## src/rtl/lib_pkg.sv

```systemverilog
// rtl/lib_pkg.sv - opcode-class, ALU and comparator encodings shared by the core control path
package lib_pkg;

  typedef enum logic [3:0] {
    OP_LUI     = 4'd0,
    OP_AUIPC   = 4'd1,
    OP_JAL     = 4'd2,
    OP_JALR    = 4'd3,
    OP_BRANCH  = 4'd4,
    OP_LOAD    = 4'd5,
    OP_STORE   = 4'd6,
    OP_OPIMM   = 4'd7,
    OP_OP      = 4'd8,
    OP_MISCMEM = 4'd9,
    OP_SYSTEM  = 4'd10
  } op_type_t;

  typedef enum logic [1:0] {
    ALU_ADD = 2'd0,
    ALU_SUB = 2'd1,
    ALU_SRA = 2'd2
  } alu_type_t;

  typedef enum logic [2:0] {
    CMP_BEQ  = 3'b000,
    CMP_BNE  = 3'b001,
    CMP_BLT  = 3'b100,
    CMP_BGE  = 3'b101,
    CMP_BLTU = 3'b110,
    CMP_BGEU = 3'b111
  } cmp_type_t;

endpackage

```

## src/rtl/mc_controller.sv

```systemverilog
// rtl/mc_controller.sv - multi-cycle RISC-V control FSM with bus timeout and retired counter
// Optional mul/div sequencing is enabled by defining RISCV_MULDIV_EN.
module mc_controller
  import lib_pkg::*;
#(
  parameter int TIMEOUT = 16,
  parameter int CNT_W   = 32
) (
  input  logic             clk,
  input  logic             rst_n,
  input  op_type_t         op_type,
  input  logic [2:0]       funct3,
  input  logic [6:0]       funct7,
  input  logic             cmp_res,
  input  logic             imem_ready,
  input  logic             dmem_ready,
  input  logic             md_done,
  output logic             imem_req,
  output logic             dmem_req,
  output logic             dmem_wr_en,
  output logic             ir_load,
  output logic             pc_wr_en,
  output logic             rf_wr_en,
  output logic             md_start,
  output logic             retired,
  output logic             sel_alu0,
  output logic             sel_alu1,
  output logic             sel_ex,
  output logic             sel_res,
  output logic             sel_rf_wr,
  output logic             sel_pc,
  output logic             sel_md,
  output alu_type_t        alu_type,
  output cmp_type_t        cmp_type,
  output logic [2:0]       state,
  output logic             bus_err,
  output logic [CNT_W-1:0] instret
);

  typedef enum logic [2:0] {
    S_FETCH  = 3'd0,
    S_DECODE = 3'd1,
    S_EXEC   = 3'd2,
    S_MEM    = 3'd3,
    S_WB     = 3'd4,
    S_MULDIV = 3'd5,
    S_ERR    = 3'd7
  } state_t;

  localparam int              WAIT_W    = (TIMEOUT > 1) ? $clog2(TIMEOUT) : 1;
  localparam logic [WAIT_W-1:0] WAIT_LAST = WAIT_W'((TIMEOUT > 0) ? TIMEOUT - 1 : 0);
  localparam logic [6:0]      F7_ALT    = 7'b0100000;
  localparam logic [6:0]      F7_MD     = 7'b0000001;

  state_t            st;
  logic [WAIT_W-1:0] wait_cnt;
  logic              op_valid;
  logic              is_md;
  logic              is_lsu;
  logic              is_store;
  logic              is_ctrl;
  logic              is_jump;
  logic              wait_expired;

  assign op_valid = op_type inside {OP_LUI, OP_AUIPC, OP_JAL, OP_JALR, OP_BRANCH, OP_LOAD,
                                    OP_STORE, OP_OPIMM, OP_OP, OP_MISCMEM, OP_SYSTEM};
  assign is_md    = (op_type == OP_OP) && (funct7 == F7_MD);
  assign is_lsu   = op_type inside {OP_LOAD, OP_STORE};
  assign is_store = (op_type == OP_STORE);
  assign is_ctrl  = op_type inside {OP_BRANCH, OP_MISCMEM, OP_SYSTEM};
  assign is_jump  = op_type inside {OP_JAL, OP_JALR};

  // Ready is checked before this, so the last permitted request cycle still accepts ready.
  assign wait_expired = (TIMEOUT != 0) && (wait_cnt == WAIT_LAST);

  assign state = st;

`ifndef RISCV_MULDIV_EN
  logic unused_md_done;
  assign unused_md_done = md_done;
`endif

  always_comb begin
    sel_alu0  = op_type inside {OP_AUIPC, OP_JAL, OP_BRANCH};
    sel_alu1  = !(op_type inside {OP_LUI, OP_OP, OP_MISCMEM, OP_SYSTEM});
    sel_ex    = (op_type == OP_LUI);
    sel_res   = !is_lsu;
    sel_rf_wr = is_jump;
  end

  always_comb begin
    alu_type = ALU_ADD;
    if ((op_type == OP_OP || op_type == OP_OPIMM) && funct7 == F7_ALT && funct3 == 3'b101)
      alu_type = ALU_SRA;
    else if (op_type == OP_OP && funct7 == F7_ALT && funct3 == 3'b000)
      alu_type = ALU_SUB;
  end

  always_comb begin
    cmp_type = CMP_BEQ;
    if (op_type == OP_BRANCH) begin
      case (funct3)
        3'b001:  cmp_type = CMP_BNE;
        3'b100:  cmp_type = CMP_BLT;
        3'b101:  cmp_type = CMP_BGE;
        3'b110:  cmp_type = CMP_BLTU;
        3'b111:  cmp_type = CMP_BGEU;
        default: cmp_type = CMP_BEQ;
      endcase
    end
  end

  // Strobes decode from the registered state so an async reset drops them immediately.
  always_comb begin
    imem_req   = 1'b0;
    dmem_req   = 1'b0;
    dmem_wr_en = 1'b0;
    ir_load    = 1'b0;
    pc_wr_en   = 1'b0;
    rf_wr_en   = 1'b0;
    md_start   = 1'b0;
    sel_pc     = 1'b0;
    sel_md     = 1'b0;
    case (st)
      S_FETCH: begin
        imem_req = 1'b1;
        ir_load  = imem_ready;
      end
      S_EXEC: begin
        if (is_ctrl) begin
          pc_wr_en = 1'b1;
          sel_pc   = (op_type == OP_BRANCH) && cmp_res;
        end
`ifdef RISCV_MULDIV_EN
        if (is_md) md_start = 1'b1;
`endif
      end
      S_MEM: begin
        dmem_req   = 1'b1;
        dmem_wr_en = is_store;
        pc_wr_en   = is_store && dmem_ready;
      end
      S_WB: begin
        rf_wr_en = 1'b1;
        pc_wr_en = 1'b1;
        sel_pc   = is_jump;
      end
`ifdef RISCV_MULDIV_EN
      S_MULDIV: sel_md = 1'b1;
`endif
      default: ;
    endcase
  end

  assign retired = pc_wr_en;

  always_ff @(posedge clk or negedge rst_n) begin
    if (!rst_n) begin
      st       <= S_FETCH;
      wait_cnt <= '0;
      bus_err  <= 1'b0;
      instret  <= '0;
    end else begin
      if (retired) instret <= instret + CNT_W'(1);
      // Only a stalled FETCH/MEM keeps counting, so every entry into them starts from zero.
      wait_cnt <= '0;
      case (st)
        S_FETCH: begin
          if (imem_ready) begin
            st <= S_DECODE;
          end else if (wait_expired) begin
            st      <= S_ERR;
            bus_err <= 1'b1;
          end else begin
            wait_cnt <= wait_cnt + WAIT_W'(1);
          end
        end
        S_DECODE: begin
`ifdef RISCV_MULDIV_EN
          if (!op_valid) begin
`else
          if (!op_valid || is_md) begin
`endif
            st      <= S_ERR;
            bus_err <= 1'b1;
          end else begin
            st <= S_EXEC;
          end
        end
        S_EXEC: begin
          if (is_lsu)
            st <= S_MEM;
          else if (is_ctrl)
            st <= S_FETCH;
`ifdef RISCV_MULDIV_EN
          else if (is_md)
            st <= S_MULDIV;
`endif
          else if (op_valid)
            st <= S_WB;
          else begin
            st      <= S_ERR;
            bus_err <= 1'b1;
          end
        end
        S_MEM: begin
          if (dmem_ready) begin
            st <= is_store ? S_FETCH : S_WB;
          end else if (wait_expired) begin
            st      <= S_ERR;
            bus_err <= 1'b1;
          end else begin
            wait_cnt <= wait_cnt + WAIT_W'(1);
          end
        end
        S_WB: st <= S_FETCH;
`ifdef RISCV_MULDIV_EN
        S_MULDIV: if (md_done) st <= S_WB;
`endif
        S_ERR: st <= S_ERR;
        default: begin
          st      <= S_ERR;
          bus_err <= 1'b1;
        end
      endcase
    end
  end

endmodule

```

## config.mk

```make
export PLATFORM = sky130hd
export DESIGN_NAME = mc_controller
export DESIGN_NICKNAME = d
export VERILOG_FILES = /design/src/rtl/lib_pkg.sv /design/src/rtl/mc_controller.sv
export SDC_FILE = /design/constraint.sdc
export NUM_CORES = 1
export LEC_CHECK = 0
export CELL_PAD_IN_SITES_DETAIL_PLACEMENT = 0
export CELL_PAD_IN_SITES_GLOBAL_PLACEMENT = 1
export CORE_MARGIN = 2
export CORE_UTILIZATION = 35
export CTS_CLUSTER_SIZE = 24
export DETAILED_ROUTE_END_ITERATION = 16
export PLACE_DENSITY_LB_ADDON = 0.12
export SETUP_SLACK_MARGIN = 0.05
export SLEW_MARGIN = 20
export SYNTH_ARGS = -nofsm -noshare
export SYNTH_HDL_FRONTEND = slang
export SYNTH_SLANG_ARGS = --single-unit
```

## constraint.sdc

```tcl
create_clock -name clk -period 2.5 [get_ports clk]
set_input_delay 0.5 -clock clk [delete_from_list [all_inputs] [get_ports clk]]
set_output_delay 0.5 -clock clk [all_outputs]
set_load 0.05 [all_outputs]
```

==> reports/qor.yml <==
outcome: "complete, no violations"
crit_required_ns: 2.00
setup_viol: 0
reg2reg_slack_ns: 0.50
internal-power_uw: 1100
io_buffers: 72
grt_usage: 0.162
pin_count: 76
fp-row-count: 30
power.leakage_uw: 0.00153
crit_path_start_kind: "input port"
async_flop_share: 1.00
netSwitchingFraction: 0.278
cap_violations: 0
placed_area_mm2: 0.00348
crit_slowest_cell: "or4_4"
via_per_inst: 5.12
power.net_switching_uw: 423
htree_levels: 2
worstPathMaxFanout: 2
yosysWarnings: 0
synth_top_area_cell: "dfrtp_1"
area_growth_pct: 51.8
skew_ns: 0.00573
path_cells: "dlygate4sd2_1, or4_4, nor2_4, nand3_4, a211oi_4, buf_12"
clkPwrFrac: 0.379
yosys-top-cells-area: "dfrtp_1, xnor2_1, xor2_1, nand2_1, nand3_1"
rsz0062_at_grt: "no"
synth_edf_count: 0
path_delay_family: "simple AND/OR/NAND/NOR gates"
fin_area_mm2: 0.00367
synthesis.instances: 241
placedCellCount: 404
grt_pass1_wl_um: 9840
worst_slew_pin_slew_ns: 0.508
die_w_um: 87.1
initial_core_util: 0.358
antenna_found_initial: 0
rr_worst_depth: 6
drv_slew: 0
wirelength_um: 5900
ir_drop_mv: 0.240
numCtsBuffers: 5
clock_path_buffers: 2
crit_path_max_incr_delay_ns: 0.54
ant_nets: 0
grt_pass1_vias: 2059
fin_crit_ns: 2.38
die_area_mm2: 0.00759
syn_area_mm2: 0.00242
cts_tree: "done"
seqPwrFrac: 0.446
gp_congestion: 0.785
cp-end-kind: "output pin"
grt_start_max_net_pins: 23
stdcell_count: 413
yosysUniqueCellTypes: 53
drc: 0
r2r-start: "state[1]$_DFF_PN0_"
insertion_delay_ns: 0.30
dp_hpwl_um: 4410
fmax_ghz: 0.419
critPathKind: "input port to output pin"
cp.arrival_ns: 1.88
clk_pin_slew_ns: 0.08
hp-class: "input port to async pin"
vias: 2113
finalCritPeriodShare: 0.954
tns_ns: 0
yosysSeqAreaShare: 0.414
first_pass_iters: 4
yosys_most_used_dff: "dfrtp_1"
die_y_um: 87.1
ys_seq_elements: 40
drive_gt1_frac: 0.237
root_buffer: "clkbuf_8"
p_total_uw: 1520
diodes: 0
dr.first_iter.drc_count: 97
postCtsHoldBufs: 0
syn_area_per_cell_um2: 10.0
overflow: 0
hold_violations: 0
path_buf_inv: 2
rr_endpoint: "instret[6]$_DFFE_PN0P_"
layout.nets: 354
core_mm2: 0.00676
power_per_cell_area_mw_per_mm2: 415
avgRoutedWirePerCell_um: 14.3
clkSinkCount: 40
yosysTopAreaCellShare: 0.414
slew_headroom: 0.660
comb_power_share: 0.175
worst reg2reg max path: stages (launching register included):
cell and delay [ns]:
dfrtp_1 0.60, nor3b_2 0.39, o31a_4 0.24, nor2_8 0.04, buf_4 0.17, nor4b_2 0.33
xor2_1 0.16
worst max path at each step:
stage	startpoint	end	slack, ns	cells past startpoint
after floorplan	funct7[3]	alu_type[0]	-0.13	4
after global placement	funct7[3]	alu_type[0]	-0.12	6
after detailed placement	funct7[3]	alu_type[0]	-0.14	6
after CTS	funct7[2]	alu_type[0]	0.04	6
after global routing	state[1]$_DFF_PN0_	pc_wr_en	0.05	5
final	funct7[2]	alu_type[1]	0.12	6
cells in the final DEF, fill, tap and decap left out, drive strengths merged, types with 2 or more instances in the layout:
master	netlist	layout
inv	6	6
o211ai	3	3
or4	2	2
and3	4	4
dlygate4sd2	0	7
or2	3	3
buf	9	41
nor2	17	17
nand2	21	21
clkbuf	3	6
xnor2	20	20
nor2b	5	5
nand4	11	11
and2	4	4
nor4bb	2	2
or3	2	2
xor2	14	14
nor3	10	10
conb	1	2
nand4b	4	4
nor4b	2	2
clkdlybuf4s50	0	45
nand3	15	15
nor4	6	6
nor3b	4	4
nand2b	5	5
o21ai	7	7
ha	2	2
dfrtp	40	40
a21oi	5	5
registers in the layout (all words and copies together), names as in the netlist:
| name | cells |
|---|---|
| state | 3 |
| wait_cnt | 4 |
| instret | 32 |
| bus_err | 1 |
through the flow:
stage | hold slack (ns) | util | setup slack (ns)
after CTS | 0.152 | 0.543 | 0.0396
after global routing | 0.171 | 0.543 | 0.0526
final | 0.138 | 0.543 | 0.116
after global placement | 0.458 | 0.515 | -0.121
after detailed placement | 0.469 | 0.515 | -0.143
after floorplan | 0.204 | - | -0.134
cells in the mapped netlist, drive strengths merged (2+ instances only):
library cell / n
dfrtp: 40
nand2: 21
xnor2: 20
nor2: 17
nand3: 15
xor2: 14
nand4: 11
nor3: 10
buf: 9
o21ai: 7
inv: 6
nor4: 6
a21oi: 5
nand2b: 5
nor2b: 5
and2: 4
and3: 4
nand4b: 4
nor3b: 4
clkbuf: 3
o211ai: 3
or2: 3
ha: 2
nor4b: 2
nor4bb: 2
or3: 2
or4: 2
repair_timing:
action	in CTS	in global routing
gates resized for setup	22	1
pin swaps	7	4
gates cloned	0	0
setup endpoints to repair	10	10
buffers inserted	1	0
layer usage:
| metal | GRT usage | up-vias | part of all wire |
|---|---|---|---|
| met1 | 0.234 | 1016 | 0.49 |
| met5 | 0 | - | 0 |
| met4 | 0.0420 | 0 | 0.010 |
| met2 | 0.247 | 51 | 0.46 |
| li1 | - | 1039 | - |
| met3 | 0.0351 | 7 | 0.040 |
cells by family (layout without fill, tap and decap cells):
group / count (synthesis) / in the layout / share of synthesized area
AO/OA/AOI/OAI: 25 / 25 / 0.0885
AND/OR/NAND/NOR: 120 / 120 / 0.312
buffers and inverters: 18 / 109 / 0.0461
other: 1 / 2 / 0.00155
XOR/XNOR: 34 / 34 / 0.123
adder cells (fa/ha/maj): 3 / 3 / 0.0145
flip-flops: 40 / 40 / 0.414
power by group through the flow:
stage          Combinational (µW)  Clock, µW  Sequential, µW
2_1_floorplan                85.8          0             751
3_3_place_gp                  263          0             693
3_5_place_dp                  264          0             693
4_1_cts                       269        589             680
5_1_grt                       286        613             684
6_report                      267        577             680
final cells by class:
class | count | area (µm²)
repair buffers | 95 | 1030
multi-input cells | 184 | 1390
well taps | 80 | 100
flip-flops and latches | 40 | 1000
fillers | 621 | 3090
inverters | 6 | 25.0
clock buffers | 6 | 82.6
clock inverters | 2 | 38.8
No activity file was read; power rests on OpenSTA's default activity.
